$ cat config.mk
export PLATFORM = sky130hd
export DESIGN_NAME = control_sequencer_flat
export DESIGN_NICKNAME = d
export VERILOG_FILES = /design/src/rtl/cpu_ctrl_pkg.sv /design/src/rtl/control_sequencer_if.sv /design/src/rtl/control_sequencer.sv /design/src/flat_wrapper.sv
export SDC_FILE = /design/constraint.sdc
export NUM_CORES = 1
export LEC_CHECK = 0
export CAP_MARGIN = 10
export CORE_UTILIZATION = 60
export CTS_BUF_LIST = sky130_fd_sc_hd__clkbuf_8 sky130_fd_sc_hd__clkbuf_16
export CTS_CLUSTER_SIZE = 24
export DETAILED_ROUTE_END_ITERATION = 10
export DONT_BUFFER_PORTS = 1
export GPL_ROUTABILITY_DRIVEN = 0
export PLACE_DENSITY = 0.75
export SLEW_MARGIN = 20
export SYNTH_ARGS = -nofsm -noshare
export SYNTH_HDL_FRONTEND = slang
export SYNTH_SLANG_ARGS = --single-unit
$ cat constraint.sdc
create_clock -name clock -period 2.75 [get_ports clock]
set_clock_uncertainty 0.2 [all_clocks]
set_input_delay 0.1375 -clock clock [delete_from_list [all_inputs] [get_ports clock]]
set_output_delay 0.1375 -clock clock [all_outputs]
set_load 0.01 [all_outputs]
$ cat src/rtl/cpu_ctrl_pkg.sv
// Encodings shared by the hardwired control sequencer and its datapath.
// Latency: n/a (constants, types and one pure helper function).
// Backpressure: n/a.
package cpu_ctrl_pkg;

  // Instruction opcodes, ir[31:27]
  localparam logic [4:0] OP_LD   = 5'b00000;
  localparam logic [4:0] OP_LDI  = 5'b00001;
  localparam logic [4:0] OP_ST   = 5'b00010;
  localparam logic [4:0] OP_ADD  = 5'b00011;
  localparam logic [4:0] OP_SUB  = 5'b00100;
  localparam logic [4:0] OP_AND  = 5'b00101;
  localparam logic [4:0] OP_OR   = 5'b00110;
  localparam logic [4:0] OP_SHR  = 5'b00111;
  localparam logic [4:0] OP_SHL  = 5'b01000;
  localparam logic [4:0] OP_ROR  = 5'b01001;
  localparam logic [4:0] OP_ROL  = 5'b01010;
  localparam logic [4:0] OP_ADDI = 5'b01011;
  localparam logic [4:0] OP_ANDI = 5'b01100;
  localparam logic [4:0] OP_ORI  = 5'b01101;
  localparam logic [4:0] OP_MUL  = 5'b01110;
  localparam logic [4:0] OP_DIV  = 5'b01111;
  localparam logic [4:0] OP_NEG  = 5'b10000;
  localparam logic [4:0] OP_NOT  = 5'b10001;
  localparam logic [4:0] OP_IN   = 5'b10110;
  localparam logic [4:0] OP_OUT  = 5'b10111;
  localparam logic [4:0] OP_MFHI = 5'b11000;
  localparam logic [4:0] OP_MFLO = 5'b11001;
  localparam logic [4:0] OP_NOP  = 5'b11010;
  localparam logic [4:0] OP_HALT = 5'b11011;

  // ALU ops equal the instruction opcode; INC computes B+1 for the PC
  localparam logic [4:0] ALU_INC = 5'b11111;

  // Bus source select bit positions (0..15 are the GPRs)
  localparam logic [4:0] BUS_HI     = 5'd16;
  localparam logic [4:0] BUS_LO     = 5'd17;
  localparam logic [4:0] BUS_ZHI    = 5'd18;
  localparam logic [4:0] BUS_ZLO    = 5'd19;
  localparam logic [4:0] BUS_PC     = 5'd20;
  localparam logic [4:0] BUS_MDR    = 5'd21;
  localparam logic [4:0] BUS_INPORT = 5'd22;
  localparam logic [4:0] BUS_C      = 5'd23;

  typedef enum logic [2:0] {
    S_F0, S_F1, S_F2, S_F3, S_EX, S_EW, S_HALT
  } state_t;

  // Immediate forms reuse the register-form ALU op; ldi is an add to Rb
  function automatic logic [4:0] imm_alu_op(input logic [4:0] op);
    case (op)
      OP_ANDI: return OP_AND;
      OP_ORI:  return OP_OR;
      default: return OP_ADD;
    endcase
  endfunction

endpackage

$ cat src/rtl/control_sequencer_if.sv
// Control bundle between the sequencer (master) and the datapath (slave).
// Latency: wires only.
// Backpressure: memory stalls are carried by mem_ready; no other flow control.
interface control_sequencer_if;
  logic [31:0] ir;
  logic        mem_ready;
  logic [15:0] gpr_in;
  logic        IRin, PCin, RYin, RZin, MARin, MDRin, HIin, LOin, Outport_in, Inport_in;
  logic [23:0] Bus_Encoder_signals;
  logic        Mem_read;
  logic        mem_req;
  logic        mem_write;
  logic [4:0]  opcode;
  logic        run;
  logic        illegal;

  modport master (
    input  ir, mem_ready,
    output gpr_in, IRin, PCin, RYin, RZin, MARin, MDRin, HIin, LOin, Outport_in, Inport_in,
           Bus_Encoder_signals, Mem_read, mem_req, mem_write, opcode, run, illegal
  );

  modport slave (
    output ir, mem_ready,
    input  gpr_in, IRin, PCin, RYin, RZin, MARin, MDRin, HIin, LOin, Outport_in, Inport_in,
           Bus_Encoder_signals, Mem_read, mem_req, mem_write, opcode, run, illegal
  );
endinterface

$ cat src/rtl/control_sequencer.sv
// Hardwired fetch/execute sequencer driving datapath strobes, bus select and ALU op.
// Latency: outputs are combinational from state, step counter and ir; state moves each edge.
// Backpressure: F2 and EW hold until mem_ready; every other state ignores mem_ready.
module control_sequencer
  import cpu_ctrl_pkg::*;
(
  input  logic                clock,
  input  logic                clear,
  control_sequencer_if.master bus
);

  state_t     state, state_nxt;
  logic [2:0] t, t_nxt;
  logic       last;
  logic [4:0] op;
  logic [3:0] ra, rb, rc;

  assign op = bus.ir[31:27];
  assign ra = bus.ir[26:23];
  assign rb = bus.ir[22:19];
  assign rc = bus.ir[18:15];

  // Low IR bits carry immediates consumed by the datapath, not by control
  wire unused_ir = &{1'b0, bus.ir[14:0]};

  // State and step counter; clear forces a fresh fetch from any state
  always_ff @(posedge clock) begin
    if (!clear) begin
      state <= S_F0;
      t     <= '0;
    end else begin
      state <= state_nxt;
      t     <= t_nxt;
    end
  end

  // Next-state and output decode; everything is held at zero while clear is low
  always_comb begin
    state_nxt               = state;
    t_nxt                   = t;
    last                    = 1'b0;
    bus.gpr_in              = '0;
    bus.IRin                = 1'b0;
    bus.PCin                = 1'b0;
    bus.RYin                = 1'b0;
    bus.RZin                = 1'b0;
    bus.MARin               = 1'b0;
    bus.MDRin               = 1'b0;
    bus.HIin                = 1'b0;
    bus.LOin                = 1'b0;
    bus.Outport_in          = 1'b0;
    bus.Inport_in           = 1'b0;
    bus.Bus_Encoder_signals = '0;
    bus.Mem_read            = 1'b0;
    bus.mem_req             = 1'b0;
    bus.mem_write           = 1'b0;
    bus.opcode              = '0;
    bus.run                 = 1'b0;
    bus.illegal             = 1'b0;

    if (clear) begin
      bus.run = (state != S_HALT);
      case (state)
        S_F0: begin
          bus.Bus_Encoder_signals[BUS_PC] = 1'b1;
          bus.MARin  = 1'b1;
          bus.opcode = ALU_INC;
          bus.RZin   = 1'b1;
          state_nxt  = S_F1;
        end
        S_F1: begin
          bus.Bus_Encoder_signals[BUS_ZLO] = 1'b1;
          bus.PCin  = 1'b1;
          state_nxt = S_F2;
        end
        S_F2: begin
          bus.mem_req  = 1'b1;
          bus.Mem_read = 1'b1;
          bus.MDRin    = bus.mem_ready;
          if (bus.mem_ready) state_nxt = S_F3;
        end
        S_F3: begin
          bus.Bus_Encoder_signals[BUS_MDR] = 1'b1;
          bus.IRin  = 1'b1;
          state_nxt = S_EX;
          t_nxt     = '0;
        end
        S_EX: begin
          t_nxt = t + 3'd1;
          case (op)
            OP_ADD, OP_SUB, OP_AND, OP_OR, OP_SHR, OP_SHL, OP_ROR, OP_ROL,
            OP_ADDI, OP_ANDI, OP_ORI, OP_LDI: begin
              case (t)
                3'd0: begin bus.Bus_Encoder_signals[{1'b0, rb}] = 1'b1; bus.RYin = 1'b1; end
                3'd1: begin
                  if (op >= OP_ADD && op <= OP_ROL) begin
                    bus.Bus_Encoder_signals[{1'b0, rc}] = 1'b1;
                    bus.opcode = op;
                  end else begin
                    bus.Bus_Encoder_signals[BUS_C] = 1'b1;
                    bus.opcode = imm_alu_op(op);
                  end
                  bus.RZin = 1'b1;
                end
                default: begin bus.Bus_Encoder_signals[BUS_ZLO] = 1'b1; bus.gpr_in[ra] = 1'b1; last = 1'b1; end
              endcase
            end
            OP_NEG, OP_NOT: begin
              if (t == 3'd0) begin
                bus.Bus_Encoder_signals[{1'b0, rb}] = 1'b1;
                bus.opcode = op;
                bus.RZin   = 1'b1;
              end else begin
                bus.Bus_Encoder_signals[BUS_ZLO] = 1'b1;
                bus.gpr_in[ra] = 1'b1;
                last = 1'b1;
              end
            end
            OP_MUL, OP_DIV: begin
              case (t)
                3'd0: begin bus.Bus_Encoder_signals[{1'b0, ra}] = 1'b1; bus.RYin = 1'b1; end
                3'd1: begin bus.Bus_Encoder_signals[{1'b0, rb}] = 1'b1; bus.opcode = op; bus.RZin = 1'b1; end
                3'd2: begin bus.Bus_Encoder_signals[BUS_ZLO] = 1'b1; bus.LOin = 1'b1; end
                default: begin bus.Bus_Encoder_signals[BUS_ZHI] = 1'b1; bus.HIin = 1'b1; last = 1'b1; end
              endcase
            end
            OP_LD, OP_ST: begin
              // ld enters the memory wait after address setup, st after loading MDR
              case (t)
                3'd0: begin bus.Bus_Encoder_signals[{1'b0, rb}] = 1'b1; bus.RYin = 1'b1; end
                3'd1: begin bus.Bus_Encoder_signals[BUS_C] = 1'b1; bus.opcode = OP_ADD; bus.RZin = 1'b1; end
                3'd2: begin
                  bus.Bus_Encoder_signals[BUS_ZLO] = 1'b1;
                  bus.MARin = 1'b1;
                  if (op == OP_LD) state_nxt = S_EW;
                end
                3'd3: begin
                  bus.Bus_Encoder_signals[{1'b0, ra}] = 1'b1;
                  bus.MDRin = 1'b1;
                  state_nxt = S_EW;
                end
                default: begin bus.Bus_Encoder_signals[BUS_MDR] = 1'b1; bus.gpr_in[ra] = 1'b1; last = 1'b1; end
              endcase
            end
            OP_IN: begin
              if (t == 3'd0) bus.Inport_in = 1'b1;
              else begin
                bus.Bus_Encoder_signals[BUS_INPORT] = 1'b1;
                bus.gpr_in[ra] = 1'b1;
                last = 1'b1;
              end
            end
            OP_OUT: begin
              bus.Bus_Encoder_signals[{1'b0, ra}] = 1'b1;
              bus.Outport_in = 1'b1;
              last = 1'b1;
            end
            OP_MFHI: begin bus.Bus_Encoder_signals[BUS_HI] = 1'b1; bus.gpr_in[ra] = 1'b1; last = 1'b1; end
            OP_MFLO: begin bus.Bus_Encoder_signals[BUS_LO] = 1'b1; bus.gpr_in[ra] = 1'b1; last = 1'b1; end
            OP_NOP:  last = 1'b1;
            OP_HALT: state_nxt = S_HALT;
            default: begin bus.illegal = 1'b1; last = 1'b1; end
          endcase
          if (last) begin
            state_nxt = S_F0;
            t_nxt     = '0;
          end
        end
        S_EW: begin
          bus.mem_req = 1'b1;
          if (op == OP_LD) begin
            bus.Mem_read = 1'b1;
            bus.MDRin    = bus.mem_ready;
          end else begin
            bus.mem_write = 1'b1;
          end
          if (bus.mem_ready) begin
            if (op == OP_LD) begin
              state_nxt = S_EX;
              t_nxt     = 3'd4;
            end else begin
              state_nxt = S_F0;
              t_nxt     = '0;
            end
          end
        end
        S_HALT: state_nxt = S_HALT;
        default: begin
          state_nxt = S_F0;
          t_nxt     = '0;
        end
      endcase
    end
  end

endmodule

$ cat src/flat_wrapper.sv
// flat-port wrapper written by rule: the top's interface ports become plain ports
module control_sequencer_flat import cpu_ctrl_pkg::*;
  (clock, clear, bus_ir, bus_mem_ready, bus_gpr_in, bus_IRin, bus_PCin, bus_RYin, bus_RZin, bus_MARin, bus_MDRin, bus_HIin, bus_LOin, bus_Outport_in, bus_Inport_in, bus_Bus_Encoder_signals, bus_Mem_read, bus_mem_req, bus_mem_write, bus_opcode, bus_run, bus_illegal);
  control_sequencer_if bus_i ();
  input  logic clock;
  input  logic clear;
  input wire logic [$bits(bus_i.ir)-1:0] bus_ir;
  input wire logic [$bits(bus_i.mem_ready)-1:0] bus_mem_ready;
  output wire logic [$bits(bus_i.gpr_in)-1:0] bus_gpr_in;
  output wire logic [$bits(bus_i.IRin)-1:0] bus_IRin;
  output wire logic [$bits(bus_i.PCin)-1:0] bus_PCin;
  output wire logic [$bits(bus_i.RYin)-1:0] bus_RYin;
  output wire logic [$bits(bus_i.RZin)-1:0] bus_RZin;
  output wire logic [$bits(bus_i.MARin)-1:0] bus_MARin;
  output wire logic [$bits(bus_i.MDRin)-1:0] bus_MDRin;
  output wire logic [$bits(bus_i.HIin)-1:0] bus_HIin;
  output wire logic [$bits(bus_i.LOin)-1:0] bus_LOin;
  output wire logic [$bits(bus_i.Outport_in)-1:0] bus_Outport_in;
  output wire logic [$bits(bus_i.Inport_in)-1:0] bus_Inport_in;
  output wire logic [$bits(bus_i.Bus_Encoder_signals)-1:0] bus_Bus_Encoder_signals;
  output wire logic [$bits(bus_i.Mem_read)-1:0] bus_Mem_read;
  output wire logic [$bits(bus_i.mem_req)-1:0] bus_mem_req;
  output wire logic [$bits(bus_i.mem_write)-1:0] bus_mem_write;
  output wire logic [$bits(bus_i.opcode)-1:0] bus_opcode;
  output wire logic [$bits(bus_i.run)-1:0] bus_run;
  output wire logic [$bits(bus_i.illegal)-1:0] bus_illegal;
  assign bus_i.ir = bus_ir;
  assign bus_i.mem_ready = bus_mem_ready;
  assign bus_gpr_in = bus_i.gpr_in;
  assign bus_IRin = bus_i.IRin;
  assign bus_PCin = bus_i.PCin;
  assign bus_RYin = bus_i.RYin;
  assign bus_RZin = bus_i.RZin;
  assign bus_MARin = bus_i.MARin;
  assign bus_MDRin = bus_i.MDRin;
  assign bus_HIin = bus_i.HIin;
  assign bus_LOin = bus_i.LOin;
  assign bus_Outport_in = bus_i.Outport_in;
  assign bus_Inport_in = bus_i.Inport_in;
  assign bus_Bus_Encoder_signals = bus_i.Bus_Encoder_signals;
  assign bus_Mem_read = bus_i.Mem_read;
  assign bus_mem_req = bus_i.mem_req;
  assign bus_mem_write = bus_i.mem_write;
  assign bus_opcode = bus_i.opcode;
  assign bus_run = bus_i.run;
  assign bus_illegal = bus_i.illegal;
  control_sequencer u_core (.clock(clock), .clear(clear), .bus(bus_i));
endmodule
# After elaboration in Yosys (flattened, before gate mapping)
# Cells that the tools add are included.
# op_classes
addsub	1
n_mul	0
div	0
n_lt_le_gt_ge	10
n_eq_ne	38
shifts	0
muxes	105
bitwise	1
n_reduce_logical	23
# ops
op	n
two-way mux 16 bit	7
case mux 16 bit (5 select lines)	1
case mux 16 bit (2 select lines)	2
case mux 16 bit (4 select lines)	1
two-way mux 1 bit	51
== test 5 x 4 -> 1 bit (second input constant)	8
== test 5 bit (second input constant)	8
case mux 19 bit (2 select lines)	1
two-way mux 5 bit	5
two-way mux 24 bit	1
OR reduction 24 bit	1
case mux 3 bit (7 select lines)	1
== test 5 x 3 -> 1 bit (second input constant)	4
case mux 1 bit (2 select lines)	10
case mux 5 bit (4 select lines)	1
two-way mux 19 bit	1
< comparator 4 x 6 -> 1 bit (second input constant)	3
two-way mux 3 bit	6
case mux 3 bit (2 select lines)	3
demux 1 bit (select 4 bit)	4
>= comparator 4 x 1 -> 1 bit (second input constant)	4
case mux 4 bit (4 select lines)	1
OR reduction 16 bit	1
case mux 1 bit (5 select lines)	3
29 further kinds	50
# word_totals
reg_bits	6
latch_bits	0
mem_bits_rw	0
rom_bits	0
elab_cells	180
n_memories	0

# Depth between registers and ports, before layout
# Gate-level depths: netlist (run 1).
# depth
word_depth	9
mapped_depth	8
depth_no_buf	7

# Least setup slack after synthesis (run 1)
# No wires, ideal clock.
# synth_timing
kind	register to output
start	register u_core.t[1]
end	output port bus_Bus_Encoder_signals[3]
arrival_time_ns	1.758
t_required_ns	2.413
setup_slack_ns	0.654
stages_incl_launch_ff	9
path_buffers	1
cell_sequence	dfxtp_1 -> inv_1 -> ha_1 -> nor2b_1 -> nand2b_1 -> o22ai_2 -> buf_2 -> nand3_1 -> a31oi_1
# synth_between
elab_chain_len	5
# synth_rtl
item	line_no	text
start, declared	control_sequencer.sv:13	logic [2:0] t, t_nxt;
start signal, assigned	control_sequencer.sv:33	t <= t_nxt;
== test 3 x 2 -> 1 bit (tied with other cells)	n/a	
case mux 16 bit (2 select lines) (tied with other cells)	control_sequencer.sv:129	case (t)
case mux 16 bit (5 select lines) *	control_sequencer.sv:90	case (op)
two-way mux 19 bit *	control_sequencer.sv:63	case (state)
two-way mux 24 bit *	control_sequencer.sv:61	if (clear) begin
end, declared	flat_wrapper.sv:20	output wire logic [$bits(bus_i.Bus_Encoder_signals)-1:0] bus_Bus_Encoder_signals;
# Every way passes the cells marked *; elsewhere a longest branch is shown, timed or not.

# Worst setup path after layout (run 1)
# layout_timing
start	register u_core.t[1]
end	output port bus_Bus_Encoder_signals[2]
# Same word-level chain as after synthesis.

==> results.rst, run 1 <==
.. list-table::
   :header-rows: 1

   * - Metric
     - Value
   * - Pin count of the biggest net entering global routing
     - 25
   * - Top-area cell type share of the netlist area
     - 8.58%
   * - Grt total ovfl
     - 0
   * - Most common cell after layout, fill and taps aside
     - sky130_fd_sc_hd__nor2_1
   * - Total global routing track utilization
     - 31.8%
   * - Detailed Route Iter0 Violations
     - 170
   * - WL final
     - 5280 um
   * - N_diodes
     - 0
   * - Relative contribution of the clock network to total power
     - 20.0%
   * - Met1 track demand over resource in global routing
     - 49.2%
   * - Biggest area consumer among synthesized cells
     - sky130_fd_sc_hd__nor2_1
   * - Post-DP Area
     - 1810 um^2
   * - Switching component of the power
     - 0.000331 W
   * - Endpoint type of the worst setup path
     - output pin
   * - Post-synthesis cell area
     - 1840 um^2
   * - Boundary Pins
     - 95
   * - Max_cap viols
     - 0
   * - Final layout net count
     - 331
   * - Via/cell ratio
     - 6.83
   * - Switch share
     - 49.7%
   * - Dominant cells by area after synthesis
     - sky130_fd_sc_hd__nor2_1 8.6%, sky130_fd_sc_hd__nand2_1 6.7%, sky130_fd_sc_hd__dfxtp_1 6.5%
   * - Fraction of registers with async set/reset
     - 0%
   * - Signed area change from the synthesized netlist to the final layout
     - 3.20%
   * - Wire length of the first global-routing pass
     - 8400 um
   * - Failing checks
     - design-rule violations
   * - Startpoint types
     - flop
   * - Die height
     - 57.3 um
   * - Number of global-route vias before repair
     - 1747
   * - IR drop worst, VDD
     - 222 uV
   * - Startpoint of the most critical setup path
     - u_core.t[1]$_SDFFE_PN0P_
   * - Top flip-flop cell by instance count after synthesis
     - sky130_fd_sc_hd__dfxtp_1
   * - Worst R2R Start
     - u_core.t[0]$_SDFFE_PN0P_
   * - Total die area
     - 3290 um^2
   * - Antenna-violating nets left
     - 0
   * - Core Rows
     - 19
   * - Total count of max-transition violations in the final report
     - 0
   * - Met3 Track Usage GR
     - 2.27%
   * - Number of nets in the synthesized netlist
     - 338
   * - Tightest Pin Transition
     - 517 ps
   * - Number of buffers inserted by post-CTS setup repair
     - 0
   * - Power after layout
     - 0.000665 W
   * - Peak-usage layer in the global routing report
     - met1
   * - Total count of hold-check failures in the final report
     - 0
   * - Register-to-register setup slack
     - 720 ps
   * - Synth Instances
     - 298
   * - Post-route DRC violation count
     - 4
   * - Buffers from clock root to sink, at most
     - 2
   * - Power density relative to cell area
     - 351 nW/um^2
   * - Number of port buffers
     - 0
   * - Initial Utilization
     - 65.0%
   * - Crit path DAT
     - 2310 ps
   * - Detail-routed net length per standard cell
     - 16.5 um
   * - TritonCTS buffer count
     - 3
   * - Mean post-synth cell area
     - 6.17 um^2
   * - TritonCTS clock tree
     - built
   * - Worst hold-check path type
     - in2reg
   * - Cell leakage power
     - 0.553 nW
   * - CP max FO
     - 16
   * - DPL Wire Length
     - 3990 um
   * - Fmax achieved
     - 0.377 GHz
   * - Number of enable flip-flop cells after synthesis
     - 0
   * - Worst slew slack as a fraction of its limit
     - 65.4%
   * - Register-to-Register Path Depth
     - 7
   * - Post-layout min period
     - 2650 ps
   * - Capture point of the worst path
     - bus_Bus_Encoder_signals[2]
   * - Total setup violations reported at the end of the flow
     - 0
   * - CTS HTree Levels
     - 1
   * - Unique masters post-synth
     - 53
   * - Final cycle utilization of the critical path
     - 96.4%
   * - Internal power component
     - 0.000335 W
   * - Commonest cells after routing, fill and taps aside
     - 42 x sky130_fd_sc_hd__nor2_1, 33 x sky130_fd_sc_hd__nand2_1, 22 x sky130_fd_sc_hd__nand3_1
   * - Horiz. Die Dim
     - 57.3 um
   * - Proportion of layout cells with a drive suffix above 1
     - 7.27%
   * - Final std cell area, no fill
     - 1900 um^2
   * - Flip-flop and latch count after synthesis
     - 6
   * - Source-to-sink clock delay at the later pin of the worst-skew pair
     - 230 ps
   * - Vias post-DR
     - 2186
   * - Logic gate share of total power
     - 60.4%
   * - Outcome
     - complete, but fails checks
   * - Std-Cell Core Area
     - 2830 um^2
   * - Kind of critical path
     - reg2out
   * - Yosys warnings
     - 0
   * - RR Endpoint
     - u_core.t[2]$_SDFFE_PN0P_
   * - Sequential Power Share
     - 19.6%
   * - Required time at the endpoint of the critical path
     - 2410 ps
   * - Number of optimization iterations in the first detailed-route pass
     - 8
   * - Clock tree root driver cell
     - sky130_fd_sc_hd__clkbuf_8
   * - Num Clock Sinks
     - 6
   * - Portion of the post-synthesis area used by sequential elements
     - 6.54%
   * - Clock transition at the registers of the reported paths
     - 40 ps
   * - Core Util, Final
     - 67.1%
   * - Fraction of met2 tracks used by global routing
     - 46.0%
   * - Initial antenna violation count
     - 0
[synth_stat cells, types with 2 or more instances]
cell	n
sky130_fd_sc_hd__nand3_1	22
sky130_fd_sc_hd__a21boi_1	4
sky130_fd_sc_hd__nor2_1	42
sky130_fd_sc_hd__o31ai_1	3
sky130_fd_sc_hd__buf_6	3
sky130_fd_sc_hd__or3_1	2
sky130_fd_sc_hd__and2_1	3
sky130_fd_sc_hd__mux2i_1	3
sky130_fd_sc_hd__inv_1	11
sky130_fd_sc_hd__a22oi_1	3
sky130_fd_sc_hd__a21oi_1	22
sky130_fd_sc_hd__and4b_1	2
sky130_fd_sc_hd__o21bai_1	2
sky130_fd_sc_hd__o211ai_1	2
sky130_fd_sc_hd__nand3b_1	5
sky130_fd_sc_hd__nand2_1	33
sky130_fd_sc_hd__clkbuf_1	8
sky130_fd_sc_hd__o21ai_0	6
sky130_fd_sc_hd__a31oi_1	13
sky130_fd_sc_hd__a211oi_1	2
sky130_fd_sc_hd__o22ai_1	2
sky130_fd_sc_hd__xnor2_1	2
sky130_fd_sc_hd__and3_1	2
sky130_fd_sc_hd__nand4_1	10
sky130_fd_sc_hd__nor3_1	13
sky130_fd_sc_hd__dfxtp_1	6
sky130_fd_sc_hd__buf_2	6
sky130_fd_sc_hd__ha_1	5
sky130_fd_sc_hd__nor2b_1	15
sky130_fd_sc_hd__nand2b_1	16
sky130_fd_sc_hd__a32oi_1	8
[state kept, by name (all words and copies together), names as in the netlist]
register	count
u_core.state	3
u_core.t	3
[power by group through the flow]
stage	sequential (W)	combinational [W]	clock, W
finish	0.000131	0.000402	0.000133
global route	0.000133	0.000435	0.000142
CTS	0.000130	0.000393	0.000136
detailed placement	0.000131	0.000387	0
global placement	0.000128	0.000384	0
floorplan	0.000119	0.000344	0
[cells by family after synthesis]
family	Yosys count	share of synthesized area [%]
adders and majority gates	5	3.40
muxes	3	1.63
xor gates and xnor gates	3	1.43
buffers and inverters	29	7.56
DFF	6	6.54
and+or+nand+nor	173	48.6
AOI/OAI and AO/OA	79	30.8
[routing by layer]
| layer | vias up | share of wire, % |
|---|---|---|
| met4 | 0 | 1.6 |
| met2 | 126 | 43 |
| li1 | 1074 | - |
| met3 | 9 | 8.9 |
| met1 | 977 | 46 |
| met5 | - | 0 |
[stage by stage]
step                      TNS [ps]  setup WS, ps  hold slack [ps]  cells
after floorplan                  0           654              117    298
after global placement           0           371             55.9    315
after detailed placement         0           339             59.3    315
after CTS                        0          93.8             21.4    320
after global routing         -5.05         -5.05             37.5    320
final                            0          99.9             22.7    320
[worst min-delay path by stage]
stage / to / slack [ps] / from / cells after the start
after floorplan: u_core.state[2]$_SDFFE_PN0P_ / 120 / bus_mem_ready / 2
after global placement: u_core.state[1]$_SDFFE_PN0P_ / 60 / clear / 2
after detailed placement: u_core.state[1]$_SDFFE_PN0P_ / 60 / clear / 2
after CTS: u_core.t[2]$_SDFFE_PN0P_ / 20 / clear / 4
after global routing: u_core.t[2]$_SDFFE_PN0P_ / 40 / clear / 4
final: u_core.t[2]$_SDFFE_PN0P_ / 20 / clear / 4
[cell type report]
type / count / area [um^2]
well taps: 31 / 38.8
flip-flops and latches: 6 / 120
repair buffers: 6 / 50.0
multi-input cells: 263 / 1610
fillers: 293 / 932
clock buffers: 3 / 41.3
inverters: 11 / 41.3
[worst max-delay path, stage by stage (launching register included)]
cell and delay, ps:
sky130_fd_sc_hd__dfxtp_1 330, sky130_fd_sc_hd__inv_1 90, sky130_fd_sc_hd__ha_1 230, sky130_fd_sc_hd__nor2b_1 240, sky130_fd_sc_hd__nand2b_1 220, sky130_fd_sc_hd__o22ai_2 260
sky130_fd_sc_hd__buf_4 230, sky130_fd_sc_hd__nand3_1 120, sky130_fd_sc_hd__a31oi_1 350
[repair_timing]
item,CTS,global route
resized for setup,0,5
endpoints found under the setup margin,0,17
hold buffers,2,0
endpoints found under the hold margin,6,0
No activity file was read; power rests on OpenSTA's default activity.
==> run 2: changes to the inputs <==
--- a/config.mk
+++ b/config.mk
@@ -6,13 +6,16 @@
 export NUM_CORES = 1
 export LEC_CHECK = 0
 export CAP_MARGIN = 10
-export CORE_UTILIZATION = 60
+export CELL_PAD_IN_SITES_DETAIL_PLACEMENT = 1
+export CELL_PAD_IN_SITES_GLOBAL_PLACEMENT = 2
+export CORE_UTILIZATION = 34
 export CTS_BUF_LIST = sky130_fd_sc_hd__clkbuf_8 sky130_fd_sc_hd__clkbuf_16
 export CTS_CLUSTER_SIZE = 24
 export DETAILED_ROUTE_END_ITERATION = 10
 export DONT_BUFFER_PORTS = 1
 export GPL_ROUTABILITY_DRIVEN = 0
-export PLACE_DENSITY = 0.75
+export PLACE_DENSITY = 0.86
+export SETUP_SLACK_MARGIN = 0.5
 export SLEW_MARGIN = 20
 export SYNTH_ARGS = -nofsm -noshare
 export SYNTH_HDL_FRONTEND = slang
==> constraint.sdc (replaced) <==
create_clock -name clock -period 3.2 [get_ports clock]
set_clock_uncertainty 0.2 [all_clocks]
set_input_delay 0.16 -clock clock [delete_from_list [all_inputs] [get_ports clock]]
set_output_delay 0.16 -clock clock [all_outputs]
set_load 0.01 [all_outputs]
==> results.rst, run 2 (synthesis gave the netlist of run 1 again) <==
.. list-table::
   :header-rows: 1

   * - Metric
     - Value
   * - Outcome
     - complete, no violations (was complete, but fails checks)
   * - Cell depth of the worst hold path
     - 3 (was 4)
   * - Horiz. Die Dim
     - 75.5 um (was 57.3 um)
   * - Cell leakage power
     - 0.562 nW (was 0.553 nW)
   * - N_diodes
     - 0 (unchanged)
   * - Worst slew slack as a fraction of its limit
     - 64.7% (was 65.4%)
   * - Destination of the worst hold path
     - u_core.state[0]$_SDFFE_PN0P_ (was u_core.t[2]$_SDFFE_PN0P_)
   * - DPL Wire Length
     - 4990 um (was 3990 um)
   * - Via/cell ratio
     - 6.16 (was 6.83)
   * - Post-route setup slack
     - 642 ps (was 99.9 ps)
   * - Fmax achieved
     - 0.391 GHz
   * - Post-route DRC violation count
     - 0 (was 4)
   * - Endpoint type of the worst setup path
     - output pin (unchanged)
   * - Total count of hold-check failures in the final report
     - 0 (unchanged)
   * - IR drop worst, VDD
     - 196 uV (was 222 uV)
   * - Critical-path cell with the highest stage delay
     - sky130_fd_sc_hd__dfxtp_1 (was sky130_fd_sc_hd__a31oi_1)
   * - Startpoint types
     - flop (unchanged)
   * - Clock tree root driver cell
     - sky130_fd_sc_hd__clkbuf_8 (unchanged)
   * - Pin count of the biggest net entering global routing
     - 25 (unchanged)
   * - Max_cap viols
     - 0 (unchanged)
   * - Detail-routed net length per standard cell
     - 18.1 um (was 16.5 um)
   * - Proportion of layout cells with a drive suffix above 1
     - 9.38% (was 7.27%)
   * - Largest stage delay on the critical path
     - 330 ps (was 350 ps)
   * - Wire length of the first global-routing pass
     - 9700 um (was 8400 um)
   * - Worst R2R Start
     - u_core.t[0]$_SDFFE_PN0P_ (unchanged)
   * - Critical hold path startpoint
     - bus_mem_ready (was clear)
   * - Total negative slack for setup checks
     - 0 ps (unchanged)
   * - Number of optimization iterations in the first detailed-route pass
     - 4 (was 8)
   * - Post-layout min period
     - 2560 ps
   * - Commonest cells after routing, fill and taps aside
     - 42 x sky130_fd_sc_hd__nor2_1, 33 x sky130_fd_sc_hd__nand2_1, 22 x sky130_fd_sc_hd__nand3_1 (unchanged)
   * - Boundary Pins
     - 95 (unchanged)
   * - WL final
     - 6470 um (was 5280 um)
   * - Total die area
     - 5700 um^2 (was 3290 um^2)
   * - Tightest Pin Transition
     - 526 ps (was 517 ps)
   * - Top flop regs
     - u_core.state (3), u_core.t (3) (unchanged)
   * - Final cycle utilization of the critical path
     - 79.9%
   * - Core Rows
     - 26 (was 19)
   * - RR Endpoint
     - u_core.t[2]$_SDFFE_PN0P_ (unchanged)
   * - Total count of max-transition violations in the final report
     - 0 (unchanged)
   * - Detailed Route Iter0 Violations
     - 57 (was 170)
   * - Required time at the endpoint of the critical path
     - 2840 ps (was 2410 ps)
   * - CP max FO
     - 16 (unchanged)
   * - Total setup violations reported at the end of the flow
     - 0 (unchanged)
   * - Grt total ovfl
     - 0 (unchanged)
   * - Number of port buffers
     - 0 (unchanged)
   * - TritonCTS clock tree
     - built (unchanged)
   * - Register-to-Register Path Depth
     - 7 (unchanged)
   * - TritonCTS buffer count
     - 3 (unchanged)
   * - Most common cell after layout, fill and taps aside
     - sky130_fd_sc_hd__nor2_1 (unchanged)
   * - Antenna-violating nets left
     - 0 (unchanged)
   * - Critical path cell sequence
     - inv_1 > ha_1 > nor2b_1 > nand2b_2 > o22ai_4 > buf_12 > nand4_1 > a31oi_1 (was inv_1 > ha_1 > nor2b_1 > nand2b_1 > o22ai_2 > buf_4 > nand3_1 > a31oi_1)
   * - Std-Cell Core Area
     - 5170 um^2 (was 2830 um^2)
   * - Power density relative to cell area
     - 291 nW/um^2 (was 351 nW/um^2)
   * - Final layout net count
     - 330 (was 331)
   * - Setup repair after global routing missed its margin
     - yes
   * - Crit path DAT
     - 2200 ps (was 2310 ps)
   * - Num Clock Sinks
     - 6 (unchanged)
   * - Number of global-route vias before repair
     - 2070 (was 1747)
   * - Initial antenna violation count
     - 0 (unchanged)
   * - Core Util, Final
     - 38.3% (was 67.1%)
   * - Clock transition at the registers of the reported paths
     - 40 ps (about the same)
   * - Source-to-sink clock delay at the later pin of the worst-skew pair
     - 230 ps (about the same)
   * - Worst hold-check path type
     - in2reg (unchanged)
   * - Buffers from clock root to sink, at most
     - 2 (unchanged)
   * - Total global routing track utilization
     - 22.1% (was 31.8%)
   * - Signed area change from the synthesized netlist to the final layout
     - 7.83% (was 3.20%)
   * - Register-to-register setup slack
     - 1040 ps (was 720 ps)
   * - Pre-CTS setup slack
     - 619 ps (was 339 ps)
   * - Kind of critical path
     - reg2out (unchanged)
   * - Vias post-DR
     - 2205 (was 2186)
   * - Initial Utilization
     - 35.5% (was 65.0%)
   * - CTS HTree Levels
     - 1 (unchanged)
   * - Die height
     - 75.5 um (was 57.3 um)
   * - Filler instances
     - 688 (was 293)
[run 2: changes by cell type in the layout (fill, tap and decap cells not counted), sizes merged]
cell | previous run | this run
buf | 4 | 3
[run 2: worst max-delay path by stage]
stage                                        to                     start  slack [ps]  cells after the start
floorplan            bus_Bus_Encoder_signals[3]  u_core.t[1]$_SDFFE_PN0P_        1080                      8
CTS                 bus_Bus_Encoder_signals[13]  u_core.t[1]$_SDFFE_PN0P_         510                      7
finish              bus_Bus_Encoder_signals[13]  u_core.t[1]$_SDFFE_PN0P_         640                      8
detailed placement   bus_Bus_Encoder_signals[2]  u_core.t[1]$_SDFFE_PN0P_         620                      7
global route        bus_Bus_Encoder_signals[12]  u_core.t[1]$_SDFFE_PN0P_         470                      8
global placement     bus_Bus_Encoder_signals[2]  u_core.t[1]$_SDFFE_PN0P_         680                      7
[run 2: final cells by class]
| cell class | instances | area, um^2 | area share [%] |
|---|---|---|---|
| Timing Repair Buffer | 5 | 55.1 | 2.78 |
| Multi-Input combinational cell | 263 | 1640 | 82.5 |
| Inverter | 11 | 41.3 | 2.08 |
| Tap cell | 70 | 87.6 | 4.42 |
| Clock buffer | 3 | 41.3 | 2.08 |
| Sequential cell | 6 | 121 | 6.12 |
[run 2: layer usage]
layer	track usage, %	vias up	wire (um)
met1	26.2	1070	2820
met3	2.91	5	285
met4	5.76	0	52
li1	-	1072	-
met2	41.5	58	3310
met5	0	-	0
[run 2: repair_timing]
item,in CTS,in global routing
endpoints found under the hold margin,5,0
buffers inserted,0,3
hold buffers,2,0
setup endpoints to repair,16,21
gates resized for setup,2,11
pin swaps,1,3
[run 2: power by group]
| group | switching (W) | internal, W |
|---|---|---|
| registers | 0.0000535 | 0.0000909 |
| logic | 0.000201 | 0.000110 |
| clock network | 0.0000396 | 0.0000814 |
[run 2: stage by stage]
step,cells,instance area [um^2],hold slack [ps],total power [W]
6_report,358,1980,13.9,0.000577
5_1_grt,358,1980,44.9,0.000619
4_1_cts,355,1900,20.1,0.000566
3_5_place_dp,350,1830,87.9,0.000438
3_3_place_gp,350,1830,84.1,0.000431
2_1_floorplan,298,1840,139,0.000398
[run 2: critical path, delay by kind of cell (launching register included)]
family	cells	cell delay [ps]
flops	1	330
simple gates	3	590
fa+ha+maj	1	250
compound gates	2	540
buf+inv	2	240
